===== src/rtl/fb_write_arbiter_if.sv =====
// Pixel-write bus between the drawing engines (master) and the framebuffer write arbiter (slave).
// Requester i drives bit i of the per-requester vectors and slice [i*W +: W] of the packed coordinates.
interface fb_write_arbiter_if #(
   parameter int unsigned NUM_REQ = 4,
   parameter int unsigned X_W     = 11,
   parameter int unsigned Y_W     = 11
);
   localparam int unsigned OwW = (NUM_REQ > 1) ? $clog2(NUM_REQ) : 1;

   logic [NUM_REQ-1:0]     req;
   logic [NUM_REQ-1:0]     req_last;
   logic [NUM_REQ*X_W-1:0] req_x;
   logic [NUM_REQ*Y_W-1:0] req_y;
   logic [NUM_REQ-1:0]     req_color;
   logic [NUM_REQ-1:0]     gnt;
   logic                   busy;
   logic [OwW-1:0]         owner;
   logic [X_W-1:0]         fb_x;
   logic [Y_W-1:0]         fb_y;
   logic                   fb_color;
   logic                   fb_write;

   modport master (
      output req, req_last, req_x, req_y, req_color,
      input  gnt, busy, owner, fb_x, fb_y, fb_color, fb_write
   );

   modport slave (
      input  req, req_last, req_x, req_y, req_color,
      output gnt, busy, owner, fb_x, fb_y, fb_color, fb_write
   );
endinterface


===== src/rtl/fb_write_arbiter.sv =====
// Framebuffer write-port arbiter: grants one drawing engine per primitive and registers its pixels.
// Define ARB_RR_EN for round-robin arbitration; the default is fixed priority (index 0 highest).
module fb_write_arbiter #(
   parameter int unsigned NUM_REQ   = 4,
   parameter int unsigned X_W       = 11,
   parameter int unsigned Y_W       = 11,
   parameter int unsigned MAX_BURST = 0
) (
   input logic               clk_i,
   input logic               rst_ni,
   fb_write_arbiter_if.slave arb_if
);
   localparam int unsigned OwW  = (NUM_REQ > 1) ? $clog2(NUM_REQ) : 1;
   localparam int unsigned CntW = (MAX_BURST > 0) ? $clog2(MAX_BURST + 1) : 1;

   typedef enum logic [0:0] {StIdle, StGrant} state_e;

   state_e             state_q, state_d;
   logic [NUM_REQ-1:0] gnt_q, gnt_d;
   logic [OwW-1:0]     owner_q, owner_d;
   logic [CntW-1:0]    cnt_q, cnt_d;
   logic [X_W-1:0]     fb_x_q, fb_x_d;
   logic [Y_W-1:0]     fb_y_q, fb_y_d;
   logic               fb_color_q, fb_color_d;
   logic               fb_write_q, fb_write_d;
   logic [OwW-1:0]     win;
   logic               win_vld;
   logic               accept;
   logic               hit_max;
   logic               release_now;

`ifdef ARB_RR_EN
   logic [OwW-1:0] rr_q, rr_d;

   // Search starts just after the last owner so it ends up with the lowest priority.
   always_comb begin
      win     = '0;
      win_vld = 1'b0;
      for (int unsigned k = 1; k <= NUM_REQ; k++) begin
         if (!win_vld && arb_if.req[(32'(rr_q) + k) % NUM_REQ]) begin
            win     = OwW'((32'(rr_q) + k) % NUM_REQ);
            win_vld = 1'b1;
         end
      end
   end
`else
   always_comb begin
      win     = '0;
      win_vld = 1'b0;
      for (int i = NUM_REQ - 1; i >= 0; i--) begin
         if (arb_if.req[i]) begin
            win     = OwW'(i);
            win_vld = 1'b1;
         end
      end
   end
`endif

   assign accept  = arb_if.req[owner_q] & gnt_q[owner_q];
   assign hit_max = (MAX_BURST != 0) && ((32'(cnt_q) + 32'd1) == MAX_BURST);
   assign release_now = !arb_if.req[owner_q] ||
                        (accept && (arb_if.req_last[owner_q] || hit_max));

   always_comb begin
      state_d    = state_q;
      gnt_d      = gnt_q;
      owner_d    = owner_q;
      cnt_d      = cnt_q;
      fb_x_d     = fb_x_q;
      fb_y_d     = fb_y_q;
      fb_color_d = fb_color_q;
      fb_write_d = 1'b0;
`ifdef ARB_RR_EN
      rr_d       = rr_q;
`endif
      unique case (state_q)
         StIdle: begin
            if (win_vld) begin
               state_d = StGrant;
               gnt_d   = NUM_REQ'(1) << win;
               owner_d = win;
               cnt_d   = '0;
            end
         end
         StGrant: begin
            if (accept) begin
               fb_x_d     = arb_if.req_x[owner_q*X_W +: X_W];
               fb_y_d     = arb_if.req_y[owner_q*Y_W +: Y_W];
               fb_color_d = arb_if.req_color[owner_q];
               fb_write_d = 1'b1;
               cnt_d      = cnt_q + CntW'(1);
            end
            // Release always passes through StIdle, giving everyone a fresh arbitration.
            if (release_now) begin
               state_d = StIdle;
               gnt_d   = '0;
`ifdef ARB_RR_EN
               rr_d    = owner_q;
`endif
            end
         end
         default: state_d = StIdle;
      endcase
   end

   always_ff @(posedge clk_i or negedge rst_ni) begin
      if (!rst_ni) begin
         state_q    <= StIdle;
         gnt_q      <= '0;
         owner_q    <= '0;
         cnt_q      <= '0;
         fb_x_q     <= '0;
         fb_y_q     <= '0;
         fb_color_q <= 1'b0;
         fb_write_q <= 1'b0;
`ifdef ARB_RR_EN
         rr_q       <= '0;
`endif
      end else begin
         state_q    <= state_d;
         gnt_q      <= gnt_d;
         owner_q    <= owner_d;
         cnt_q      <= cnt_d;
         fb_x_q     <= fb_x_d;
         fb_y_q     <= fb_y_d;
         fb_color_q <= fb_color_d;
         fb_write_q <= fb_write_d;
`ifdef ARB_RR_EN
         rr_q       <= rr_d;
`endif
      end
   end

   assign arb_if.gnt      = gnt_q;
   assign arb_if.busy     = (state_q == StGrant);
   assign arb_if.owner    = owner_q;
   assign arb_if.fb_x     = fb_x_q;
   assign arb_if.fb_y     = fb_y_q;
   assign arb_if.fb_color = fb_color_q;
   assign arb_if.fb_write = fb_write_q;
endmodule


===== src/flat_wrapper.sv =====
// flat-port wrapper written by rule: the top's interface ports become plain ports
module fb_write_arbiter_flat 
#(
   parameter int unsigned NUM_REQ   = 4,
   parameter int unsigned X_W       = 11,
   parameter int unsigned Y_W       = 11,
   parameter int unsigned MAX_BURST = 0
)
  (clk_i, rst_ni, arb_if_req, arb_if_req_last, arb_if_req_x, arb_if_req_y, arb_if_req_color, arb_if_gnt, arb_if_busy, arb_if_owner, arb_if_fb_x, arb_if_fb_y, arb_if_fb_color, arb_if_fb_write);
  fb_write_arbiter_if #(.NUM_REQ(NUM_REQ), .X_W(X_W), .Y_W(Y_W)) arb_if_i ();
  input logic clk_i;
  input logic rst_ni;
  input wire logic [$bits(arb_if_i.req)-1:0] arb_if_req;
  input wire logic [$bits(arb_if_i.req_last)-1:0] arb_if_req_last;
  input wire logic [$bits(arb_if_i.req_x)-1:0] arb_if_req_x;
  input wire logic [$bits(arb_if_i.req_y)-1:0] arb_if_req_y;
  input wire logic [$bits(arb_if_i.req_color)-1:0] arb_if_req_color;
  output wire logic [$bits(arb_if_i.gnt)-1:0] arb_if_gnt;
  output wire logic [$bits(arb_if_i.busy)-1:0] arb_if_busy;
  output wire logic [$bits(arb_if_i.owner)-1:0] arb_if_owner;
  output wire logic [$bits(arb_if_i.fb_x)-1:0] arb_if_fb_x;
  output wire logic [$bits(arb_if_i.fb_y)-1:0] arb_if_fb_y;
  output wire logic [$bits(arb_if_i.fb_color)-1:0] arb_if_fb_color;
  output wire logic [$bits(arb_if_i.fb_write)-1:0] arb_if_fb_write;
  assign arb_if_i.req = arb_if_req;
  assign arb_if_i.req_last = arb_if_req_last;
  assign arb_if_i.req_x = arb_if_req_x;
  assign arb_if_i.req_y = arb_if_req_y;
  assign arb_if_i.req_color = arb_if_req_color;
  assign arb_if_gnt = arb_if_i.gnt;
  assign arb_if_busy = arb_if_i.busy;
  assign arb_if_owner = arb_if_i.owner;
  assign arb_if_fb_x = arb_if_i.fb_x;
  assign arb_if_fb_y = arb_if_i.fb_y;
  assign arb_if_fb_color = arb_if_i.fb_color;
  assign arb_if_fb_write = arb_if_i.fb_write;
  fb_write_arbiter #(.NUM_REQ(NUM_REQ), .X_W(X_W), .Y_W(Y_W), .MAX_BURST(MAX_BURST)) u_core (.clk_i(clk_i), .rst_ni(rst_ni), .arb_if(arb_if_i));
endmodule

===== config.mk =====
export PLATFORM = sky130hd
export DESIGN_NAME = fb_write_arbiter_flat
export DESIGN_NICKNAME = d
export VERILOG_FILES = /design/src/rtl/fb_write_arbiter_if.sv /design/src/rtl/fb_write_arbiter.sv /design/src/flat_wrapper.sv
export SDC_FILE = /design/constraint.sdc
export NUM_CORES = 1
export LEC_CHECK = 0
export ABC_CLOCK_PERIOD_IN_PS = 3850
export CAP_MARGIN = 25
export CORE_MARGIN = 2
export CORE_UTILIZATION = 38
export DETAILED_ROUTE_END_ITERATION = 8
export PLACE_DENSITY = 0.86
export SYNTH_ARGS = -nofsm -noshare
export SYNTH_HDL_FRONTEND = slang
export SYNTH_SLANG_ARGS = --single-unit

===== constraint.sdc =====
create_clock -name clk_i -period 3.85 [get_ports clk_i]
set_input_delay 0.5775 -clock clk_i [delete_from_list [all_inputs] [get_ports clk_i]]
set_output_delay 0.5775 -clock clk_i [all_outputs]
set_load 0.01 [all_outputs]

==> results.cfg <==
[power_and_ir_drop]
peakVddDrop_uv = 389
power_leakage_nw = 1.39
power_mw = 2.14
p_sw_frac = 0.316
power_frac_clock = 0.129
p_int_mw = 1.46
switching_power_mw = 0.675
seqPwrFrac = 0.289
pwr-share-comb = 0.582
power_density_nw_per_um2 = 629

[floorplan]
core_um2 = 5010
die_area_um2 = 5710
num_io_pins = 133
die_y_um = 75.6
chipWidth_um = 75.6
start_util = 0.388
rows = 26

[setup_path]
start_kind = register
slowest_stage = clkdlybuf4s50_1
critPathBufInv = 2
r2r_start = u_core.arb_if.owner[0]$_DFFE_PN0P_
crit_chain = buf_4 > clkdlybuf4s50_1
path_max_fanout = 16
worstSetupPathType = register to output pin
critPathLaunch = u_core.arb_if.owner[0]$_DFFE_PN0P_
worstPathArrival_ps = 1850
end_kind = output pin
worst-endpoint-required_ps = 3270
cpPeakStageDelay_ps = 600
critPathTopFamily = buffers and inverters

[yosys]
synth.top_cell.area_share = 0.399
synth_ff_type = dfrtp_1
synth_warnings = 0
yosys.cell_types.count = 21
yosys-top-cells-area = dfrtp_1 40%, mux4_2 27%, mux2_4 15%
syn_avg_cell_area_um2 = 16.8
synthAdderAreaFrac = 0
async_flop_share = 1.00
synth_compound_area_frac = 0.0457
yosysTopAreaCell = dfrtp_1
synth-simple-area-share = 0.0302
synth_top_family_by_area = multiplexers
yosys-mux-area-fraction = 0.477
yosysSeqAreaShare = 0.399
synth_edf_count = 0
synth-seq-cells = 31
synth.cell_area_um2 = 1950
synth_cells = 116
synth_xor_area_frac = 0
synth_nets = 218

[place]
place_area_um2 = 3290
hpwl_um = 4320
numPortBuffers = 132
routabilityCongestion = 0.823

[global_routing]
grt_usage = 0.184
overflow = 0
first_global_vias = 1588
grt_max_degree = 32
grt_pass1_wl_um = 7770
antenna_found_initial = 0

[cells_and_area]
insertedDiodeCount = 0
stdcell_area_um2 = 3400
drive_gt1_frac = 0.240
final_core_util = 0.678
nets = 351
syn2layout_area_growth_pct = 74.7

[timing]
drv_slew = 0
setup-tns-final_ps = 0
holdWs_ps = 502
fin_worst_skew_ps = 8.64
post-route-period-util = 0.632
tightest_slew_ps = 477
fmax_ghz = 0.411
slew_headroom = 0.682
min_period_ps = 2430
rsz0062_at_grt = false
setup_viol = 0
finalHoldViolations = 0

[clocking]
clock_path_buffers = 2
clk-insertion-delay-late_ps = 280
cts_buffers = 5
cts.reportedPaths.clkPinSlew_ps = 60
cts_root_buffer = clkbuf_8
cts_resized = 0
cts_sinks = 31
hold_buffers = 0
tritoncts = yes
post_cts.repair.setup_buffers = 0
h-tree-depth = 2

[routing]
initialDrtViolationCount = 71
firstDrtPassIters = 4
ant_nets = 0
drc = 0
vias_per_cell = 5.02
route.vias.total = 1607
wl_per_cell_um = 16.8
drt-total-wl_um = 5390

[min_path]
hold_class = register to register
min_from = u_core.arb_if.fb_y[3]$_DFFE_PN0P_

[job]
maxCapViolCount = 0

[status]
status = completed
-- layer usage --
layer,GRT usage,routed length [um],up-vias,part of all wire
li1,-,-,735,-
met2,0.328,2960,80,0.55
met1,0.227,2010,783,0.37
met4,0.0585,73,0,0.014
met5,0,0,-,0
met3,0.0317,351,9,0.065
-- flip-flops by register name, indices dropped and copies added (netlist names) --
register,count
u_core.arb_if.gnt,4
u_core.arb_if.fb_write,1
u_core.arb_if.busy,1
u_core.arb_if.owner,2
u_core.arb_if.fb_color,1
u_core.arb_if.fb_y,11
u_core.arb_if.fb_x,11
-- cells in the final DEF, fill, tap and decap left out, drive strengths merged, types with 3 or more instances in the layout --
cell / Yosys / layout
a21oi: 5 / 5
buf: 6 / 3
clkbuf: 3 / 7
clkdlybuf4s50: 0 / 132
dfrtp: 31 / 31
inv: 3 / 3
mux2: 23 / 23
mux4: 26 / 26
nand2: 4 / 4
nor2: 4 / 4
-- worst register-to-register path: stages, from the launching register on --
cell	delay (ps)
dfrtp_2	590
mux4_2	610
nand3_4	390
mux2_2	390
-- cell usage after synthesis, drive strengths merged (2+ instances only) --
cell and instances:
dfrtp 31, o22ai 2, o22a 2, a21oi 5, nor2 4, mux4 26, clkbuf 3, o32ai 2
mux2 23, buf 6, inv 3, nand2 4
-- through the flow --
stage               setup WS (ps)  cells
finish                       1420    320
floorplan                    2060    116
CTS                          1360    320
global placement             1380    312
global route                 1290    320
detailed placement           1330    312
-- worst paths after layout --
path / to / slack (ps) / cells after the start
worst max-delay path: arb_if_owner[0] / 1420 / 2
worst min-delay path: u_core.arb_if.fb_y[3]$_DFFE_PN0P_ / 500 / 1
worst max register to register: u_core.arb_if.fb_y[5]$_DFFE_PN0P_ / 1760 / 3
worst min register to register: u_core.arb_if.fb_y[3]$_DFFE_PN0P_ / 500 / 1
min in group asynchronous: u_core.arb_if.fb_y[10]$_DFFE_PN0P_ / 690 / 2
max in group asynchronous: u_core.arb_if.owner[0]$_DFFE_PN0P_ / 2860 / 2
-- power groups by stage --
stage	sequential (mW)	clock (mW)	combinational, mW
finish	0.617	0.277	1.24
floorplan	0.640	0	0.737
detailed placement	0.626	0	1.26
global route	0.642	0.302	1.32
global placement	0.621	0	1.24
CTS	0.621	0.284	1.27
-- logic make-up after synthesis --
group / after synthesis
compound gates: 13
mux: 49
buf+inv: 12
simple gates: 11
flops: 31
-- final cells by class --
type                    count  area, um2
inverters                   3       11.3
clock inverters             1       7.51
fillers                   373       1610
multi-input cells          73       1070
repair buffers            135       1340
clock buffers               7       96.3
well taps                  70       87.6
flip-flops and latches     31        777
Note: power is estimated with default switching activity, not from simulation.
